## src/rtl/connect_box_param_if.sv

```systemverilog
// Shared tile configuration bus: write strobe/address/data from the master,
// registered readback and reject pulse from the addressed sub-block.
interface connect_box_param_if;
  logic        config_en;
  logic [31:0] config_addr;
  logic [31:0] config_data;
  logic [31:0] config_rdata;
  logic        config_err;

  modport master (
    output config_en, config_addr, config_data,
    input  config_rdata, config_err
  );

  modport slave (
    input  config_en, config_addr, config_data,
    output config_rdata, config_err
  );
endinterface

```

## src/rtl/connect_box_param.sv

```systemverilog
// Connect box: picks one of NUM_TRACKS routing tracks for a CLB operand, with
// double-buffered (shadow/commit) selection and mode, optional inversion and output register.
module connect_box_param #(
  parameter int NUM_TRACKS = 8,
  parameter int WIDTH      = 1,
  parameter int CONFIG_ID  = 1
) (
  input  logic                        clk,
  input  logic                        reset,
  input  logic [15:0]                 tile_id,
  connect_box_param_if.slave          cfg,
  input  logic [NUM_TRACKS*WIDTH-1:0] track_in,
  output logic [WIDTH-1:0]            block_out,
  output logic                        cfg_pending
);

  localparam int unsigned SEL_W = (NUM_TRACKS > 2) ? $clog2(NUM_TRACKS) : 1;
  localparam logic [7:0]  SUB_ID = 8'(CONFIG_ID);

  typedef enum logic [7:0] {
    REG_SEL    = 8'h00,
    REG_MODE   = 8'h01,
    REG_COMMIT = 8'h02,
    REG_STATUS = 8'h03
  } reg_e;

  typedef struct packed {
    logic invert;
    logic reg_out;
  } mode_t;

  logic [SEL_W-1:0] shadow_sel_q, shadow_sel_d;
  logic [SEL_W-1:0] active_sel_q, active_sel_d;
  mode_t            shadow_mode_q, shadow_mode_d;
  mode_t            active_mode_q, active_mode_d;
  logic             pending_q, pending_d;
  logic             err_q, err_d;
  logic [31:0]      rdata_q, rdata_d;
  logic [WIDTH-1:0] out_q, out_d;
  logic [WIDTH-1:0] sel_raw;
  logic             addr_match;
  logic             hit;

  always_comb begin
    addr_match    = (cfg.config_addr[31:16] == tile_id) && (cfg.config_addr[15:8] == SUB_ID);
    hit           = cfg.config_en && addr_match;
    shadow_sel_d  = shadow_sel_q;
    active_sel_d  = active_sel_q;
    shadow_mode_d = shadow_mode_q;
    active_mode_d = active_mode_q;
    pending_d     = pending_q;
    err_d         = 1'b0;

    if (hit) begin
      case (cfg.config_addr[7:0])
        REG_SEL: begin
          if (cfg.config_data < 32'(NUM_TRACKS)) begin
            shadow_sel_d = cfg.config_data[SEL_W-1:0];
            pending_d    = 1'b1;
          end else begin
            err_d = 1'b1;
          end
        end
        REG_MODE: begin
          shadow_mode_d = mode_t'(cfg.config_data[1:0]);
          pending_d     = 1'b1;
        end
        REG_COMMIT: begin
          active_sel_d  = shadow_sel_q;
          active_mode_d = shadow_mode_q;
          pending_d     = 1'b0;
        end
        REG_STATUS: ;
        default: err_d = 1'b1;
      endcase
    end

    // Readback tracks the address every cycle, independent of the write strobe.
    rdata_d = '0;
    if (addr_match) begin
      case (cfg.config_addr[7:0])
        REG_SEL:    rdata_d = 32'(shadow_sel_q);
        REG_MODE:   rdata_d = 32'(shadow_mode_q);
        REG_COMMIT: rdata_d = 32'(active_sel_q);
        REG_STATUS: rdata_d = {30'b0, pending_q, active_mode_q.reg_out};
        default:    rdata_d = '0;
      endcase
    end

    sel_raw = '0;
    for (int unsigned k = 0; k < NUM_TRACKS; k++) begin
      if (active_sel_q == SEL_W'(k)) sel_raw = track_in[k*WIDTH +: WIDTH];
    end
    out_d = sel_raw ^ {WIDTH{active_mode_q.invert}};
  end

  always_ff @(posedge clk or posedge reset) begin
    if (reset) begin
      shadow_sel_q  <= '0;
      active_sel_q  <= '0;
      shadow_mode_q <= '0;
      active_mode_q <= '0;
      pending_q     <= 1'b0;
      err_q         <= 1'b0;
      rdata_q       <= '0;
      out_q         <= '0;
    end else begin
      shadow_sel_q  <= shadow_sel_d;
      active_sel_q  <= active_sel_d;
      shadow_mode_q <= shadow_mode_d;
      active_mode_q <= active_mode_d;
      pending_q     <= pending_d;
      err_q         <= err_d;
      rdata_q       <= rdata_d;
      out_q         <= out_d;
    end
  end

  // out_q runs in both modes so enabling reg_out never exposes a stale sample.
  assign block_out        = active_mode_q.reg_out ? out_q : out_d;
  assign cfg_pending      = pending_q;
  assign cfg.config_rdata = rdata_q;
  assign cfg.config_err   = err_q;

endmodule
```

## src/flat_wrapper.sv

```systemverilog
// flat-port wrapper written by rule: the top's interface ports become plain ports
module connect_box_param_flat 
#(
  parameter int NUM_TRACKS = 8,
  parameter int WIDTH      = 1,
  parameter int CONFIG_ID  = 1
)
  (clk, reset, tile_id, track_in, block_out, cfg_pending, cfg_config_en, cfg_config_addr, cfg_config_data, cfg_config_rdata, cfg_config_err);
  connect_box_param_if cfg_i ();
  input  logic clk;
  input  logic reset;
  input  logic [15:0] tile_id;
  input  logic [NUM_TRACKS*WIDTH-1:0] track_in;
  output logic [WIDTH-1:0] block_out;
  output logic cfg_pending;
  input wire logic [$bits(cfg_i.config_en)-1:0] cfg_config_en;
  input wire logic [$bits(cfg_i.config_addr)-1:0] cfg_config_addr;
  input wire logic [$bits(cfg_i.config_data)-1:0] cfg_config_data;
  output wire logic [$bits(cfg_i.config_rdata)-1:0] cfg_config_rdata;
  output wire logic [$bits(cfg_i.config_err)-1:0] cfg_config_err;
  assign cfg_i.config_en = cfg_config_en;
  assign cfg_i.config_addr = cfg_config_addr;
  assign cfg_i.config_data = cfg_config_data;
  assign cfg_config_rdata = cfg_i.config_rdata;
  assign cfg_config_err = cfg_i.config_err;
  connect_box_param #(.NUM_TRACKS(NUM_TRACKS), .WIDTH(WIDTH), .CONFIG_ID(CONFIG_ID)) u_core (.clk(clk), .reset(reset), .tile_id(tile_id), .cfg(cfg_i), .track_in(track_in), .block_out(block_out), .cfg_pending(cfg_pending));
endmodule
```

## config.mk

```make
export PLATFORM = sky130hd
export DESIGN_NAME = connect_box_param_flat
export DESIGN_NICKNAME = d
export VERILOG_FILES = /design/src/rtl/connect_box_param_if.sv /design/src/rtl/connect_box_param.sv /design/src/flat_wrapper.sv
export SDC_FILE = /design/constraint.sdc
export NUM_CORES = 1
export LEC_CHECK = 0
export CORE_MARGIN = 2
export CORE_UTILIZATION = 50
export CTS_BUF_LIST = sky130_fd_sc_hd__clkbuf_16
export CTS_CLUSTER_SIZE = 10
export DETAILED_ROUTE_END_ITERATION = 6
export DONT_BUFFER_PORTS = 1
export PLACE_DENSITY = 0.68
export SLEW_MARGIN = 10
export SYNTH_ARGS = -nofsm -noshare
export SYNTH_HDL_FRONTEND = slang
export SYNTH_SLANG_ARGS = --single-unit
```

## constraint.sdc

```tcl
create_clock -name clk -period 3.1 [get_ports clk]
set_input_delay 0.62 -clock clk [delete_from_list [all_inputs] [get_ports clk]]
set_output_delay 0.62 -clock clk [all_outputs]
set_load 0.05 [all_outputs]
```

---- Yosys cells after proc, flatten, opt, wreduce, memory -nomap -nowiden ----
Index checks and enable logic that the tools add are counted.
Widths: inputs -> output; s select.
storage, ports and cells
  register bits ........................... 45
  word-level logic and storage cells ...... 51
cells by class
  order comparisons ....................... 1
  equality and inequality tests ........... 13
  multiplexer cells ....................... 16
  bitwise operators ....................... 1
  reductions and logical operators ........ 10
operators with widths
  operator             number
  $lt 32x4->1 const B  1
  $mux 32              1
  $eq 16x16->1         1
  $eq 8x1->1 const B   2
  $eq 8x2->1 const B   2
  $eq 3x3->1 const B   4
  $mux 1               12
  $pmux 3 s4           1
  $logic_not 8->1      1
  $eq 3x2->1 const B   2
  $reduce_and 3->1     2
  $reduce_and 2->1     2
  $eq 3x1->1 const B   1
  $logic_not 3->1      1
  $pmux 1 s3           1
  $reduce_bool 3->1    1
  $reduce_or 3->1      1
  $logic_and 1x1->1    2
  $ne 2x1->1 const B   1
  $pmux 1 s2           1
  $xor 1x1->1          1

---- Depth between registers and ports, before layout ----
  word-level depth ........................ 11
  gate-level depth with buffers ........... 5
  mapped depth without buffers ............ 5

---- Least setup slack after synthesis ----
Ideal clock, no wire load.
  path kind ............................... input-to-output
  from .................................... input port track_in[5]
  to ...................................... output port block_out
  arrival ................................. 1.739 ns
  data required time ...................... 2.480 ns
  slack ................................... 0.741 ns
  cell stages on the path ................. 4
  path buffers ............................ 0
  path through ............................ mux4_1 mux2i_1 xnor2_1 mux2_2
between the ends
  cells in the longest elaborated chain, start to end .. 5
RTL lines
  element                 RTL line                  RTL
  from (decl)             flat_wrapper.sv:13        input logic [NUM_TRACKS*WIDTH-1:0] track_in;
  $mux 1 (3 in series)    connect_box_param.sv:92   if (active_sel_q == SEL_W'(k)) sel_raw = track_in[k*WIDTH +: WIDTH];
  $xor 1x1->1             connect_box_param.sv:94   out_d = sel_raw ^ {WIDTH{active_mode_q.invert}};
  named net u_core.out_d  connect_box_param.sv:39   logic [WIDTH-1:0] out_q, out_d;
  $mux 1                  connect_box_param.sv:120  assign block_out = active_mode_q.reg_out ? out_q : out_d;
  to (decl)               flat_wrapper.sv:14        output logic [WIDTH-1:0] block_out;
The timed path passes the listed nets, and every way through them passes these cells.

---- Final worst setup path ----
  from .................................... register u_core.active_sel_q[0]
  to ...................................... output port block_out
between the ends
  cells in the longest elaborated chain, start to end .. 11
RTL lines
  element                 RTL line                  RTL
  from (decl)             connect_box_param.sv:33   logic [SEL_W-1:0] active_sel_q, active_sel_d;
  from (signal assigned)  connect_box_param.sv:109  active_sel_q <= active_sel_d;
  $logic_not 3->1         connect_box_param.sv:92
  $mux 1 (7 in series)    connect_box_param.sv:92
  $mux 1 (*)              connect_box_param.sv:92
  $xor 1x1->1 (*)         connect_box_param.sv:94
  named net u_core.out_d  connect_box_param.sv:39
  $mux 1 (*)              connect_box_param.sv:120
The timed path passes the listed nets; every way through them passes the cells marked *.

==> summary.md <==
| Metric | Value |
|---|---|
| Crit-path max cell delay | 0.56 ns |
| Final #Nets | 223 |
| Starting density of the core | 53.3% |
| Crit path cell chain | mux4_1 > mux2i_1 > xnor2_1 > mux2_2 |
| Leading cell type by number of instances after synthesis | buf_4 |
| Gr ovfl total | 0 |
| Largest net degree at the start of global routing | 17 |
| Clock network fraction of design power | 42.8% |
| Vias in the first global route | 880 |
| Worst Skew | 0.00331 ns |
| FF-to-FF End | u_core.cfg.config_rdata[1]$_DFF_PP0_ |
| R2R setup slack | 1.73 ns |
| DPL Wire Length | 2100 um |
| Hold Fails Final Rpt | 0 |
| Max-cap check violation count | 0 |
| Worst flop-to-flop path startpoint | u_core.cfg_pending$_DFFE_PP0P_ |
| IO buf count | 0 |
| Global-route wire length before repair | 3840 um |
| CTS resizes | 0 |
| Arrival time worst endpoint | 1.87 ns |
| DRT Wirelength | 2410 um |
| Reg2reg path depth | 2 |
| Hold Buf Count CTS | 0 |
| Worst skew pair latency | 0.24 ns |
| Post-synthesis sequential area ratio | 30.0% |
| Largest cells by area after synthesis | dfrtp_1 (30%), buf_4 (16%), xnor2_1 (11%) |
| Die area | 3090 um2 |
| CTS Buf Count | 3 |
| Cells after Synth | 128 |
| Area Growth Syn to Fin | 0.282% |
| Synth async-reset ratio | 100% |
| Setup TNS Final | 0 ns |
| Mux cell area share after synthesis | 18.1% |
| Period minus WS final | 2.49 ns |
| Clk sink count | 16 |
| TritonCTS clock tree | yes |
| Fmax | 401 MHz |
| Synth Area in Compound Gates | 2.72% |
| Height of the chip | 55.6 um |
| Gp weighted congestion | 0.777 |
| Post-route ant nets | 0 |
| Synthesized area | 1330 um2 |
| Outcome | finished, final reports clean |
| Area share of fa/ha/maj cells after synthesis | 0% |
| List of most frequent post-synthesis cells | buf_4 (29), xnor2_1 (17), dfrtp_1 (16) |
| Most used DFF post-synth | dfrtp_1 |
| DRC errors left | 0 |
| Layout fillers | 209 |
| # IOs | 126 |
| Peak supply drop | 0.352 mV |
| Slew HR | 61.4% |
| Least-Margin Pin Slew | 0.578 ns |
| Routed via count | 892 |
| Internal | 406 uW |
| Top cell family by delay on the critical path | multiplexers |
| Yosys top cell by area | dfrtp_1 |
| Register bit total from synthesis | 16 |
| Tot GR Track Use | 15.5% |
| Clock buffer depth | 2 |
| Max H-tree Level | 1 |
| Xor/xnor share of the synthesized area | 11.2% |
| Avg WL per Cell | 15.0 um |
| Avg Synthesized Cell Area | 10.4 um2 |
| Combinational family with the most area after synthesis | simple AND/OR/NAND/NOR gates |
| Crit Path Max Fanout | 4 |
| Final setup fails | 0 |
| Die Width | 55.6 um |
| Buf/Inv on CP | 0 |
| Layout cells sized above 1 | 13.7% |
| Drt initial violations | 33 |
| Data required, critical path | 2.48 ns |
| Sw Share | 30.0% |
| Clock-pin slew on the worst setup and hold paths | 0.05 ns |
| Simple-gate share of the synthesized area | 19.9% |
| Clock root buffer | clkbuf_16 |
| Post-CTS setup buffer count | 0 |
| Final Cycle Share | 80.5% |
| Core area | 2500 um2 |
| RSZ-0062 raised after global routing | no |
| Slew Viols, Final | 0 |
| Slowest-stage cell, CP | mux4_1 |
| Startpoint Class | flip-flop |
| Vias per Instance | 5.54 |
| Crit Path Category | flip-flop to output port |
| Drt first pass iters | 3 |
| Yosys synthesis warning count | 0 |
| Power Density | 433 nW/um2 |
| Unique masters post-synth | 26 |
| Ant. Diodes | 0 |
| Hold Path Class | input pin to asynchronous set/reset pin |
| Final core utilization | 53.5% |
| Leak | 0.589 nW |
| Post-synth top area share | 30.0% |
| Initial antenna violation count | 0 |
| Flop pwr share | 36.3% |
| Rows | 18 |
| Combinational power share | 20.9% |
| EDFF count, synth | 0 |
| CP Capture Type | output port |
| NetSw | 174 uW |
-- metal layers --
layer	part of all wire (%)	GRT usage (%)
met1	39	19.0
met2	52	27.2
met3	8.9	3.02
met4	0.58	5.23
met5	0	0
-- layout make-up --
cell class,instances,area [um2],share of cell area [%]
well taps,30,37.5,2.81
inverters,5,18.8,1.40
clock buffers,3,75.1,5.62
multi-input cells,106,801,59.9
clock inverters,1,3.75,0.281
flip-flops and latches,16,400,30.0
-- cell families after synthesis --
kind of cell | count (synthesis)
mux | 17
flops | 16
compound gates | 4
other cells | 1
xor+xnor | 17
simple gates | 39
buf+inv | 34
-- cell usage in the layout, fill, tap and decap left out, drive strengths merged --
cell | netlist | layout
nand2 | 8 | 8
conb | 1 | 29
mux2i | 2 | 2
xnor2 | 17 | 17
nor4 | 10 | 10
mux2 | 11 | 11
clkbuf | 0 | 3
nand4 | 7 | 7
a41oi | 1 | 1
nor3b | 2 | 2
o21ba | 1 | 1
dfrtp | 16 | 16
nor4b | 1 | 1
nor2 | 5 | 5
nor3 | 6 | 6
a2bb2oi | 1 | 1
clkinv | 0 | 1
inv | 5 | 5
mux4 | 4 | 4
o2111ai | 1 | 1
-- stage by stage --
stage | worst slack [ns] | cells | hold slack [ns] | total power, mW | instance area (um2)
after CTS | 0.583 | 161 | 0.346 | 0.579 | 1340
after global routing | 0.477 | 161 | 0.389 | 0.603 | 1340
final | 0.605 | 161 | 0.321 | 0.579 | 1340
after global placement | 0.725 | 157 | 0.490 | 0.333 | 1260
after floorplan | 0.741 | 156 | 0.458 | 0.359 | 1440
after detailed placement | 0.701 | 157 | 0.501 | 0.335 | 1260
-- state kept, by name, indices dropped and copies added (netlist names) --
signal / flops
u_core.cfg.config_rdata: 3
u_core.cfg_pending: 1
u_core.active_sel_q: 3
u_core.shadow_sel_q: 3
u_core.active_mode_q: 2
u_core.out_q: 1
u_core.cfg.config_err: 1
u_core.shadow_mode_q: 2
-- power by group through the flow --
stage          logic, mW  registers [mW]  clock network (mW)
4_1_cts            0.121           0.210               0.247
3_5_place_dp       0.121           0.213                   0
2_1_floorplan      0.146           0.213                   0
3_3_place_gp       0.119           0.213                   0
5_1_grt            0.129           0.210               0.264
6_report           0.121           0.210               0.248
-- worst reg2reg max path, cell delays in order (launching register included) --
cell     delay (ns)
dfrtp_1        0.57
mux4_2         0.53
nor3b_1        0.15
-- worst max path at each step --
stage / from / end / depth (start not counted)
after floorplan: track_in[5] / block_out / 4
after global placement: track_in[5] / block_out / 4
after detailed placement: track_in[1] / block_out / 4
after global routing: u_core.active_sel_q[0]$_DFFE_PP0P_ / block_out / 4
final: u_core.active_sel_q[0]$_DFFE_PP0P_ / block_out / 4
after CTS: u_core.active_sel_q[0]$_DFFE_PP0P_ / block_out / 4
Note: power is estimated with default switching activity, not from simulation.
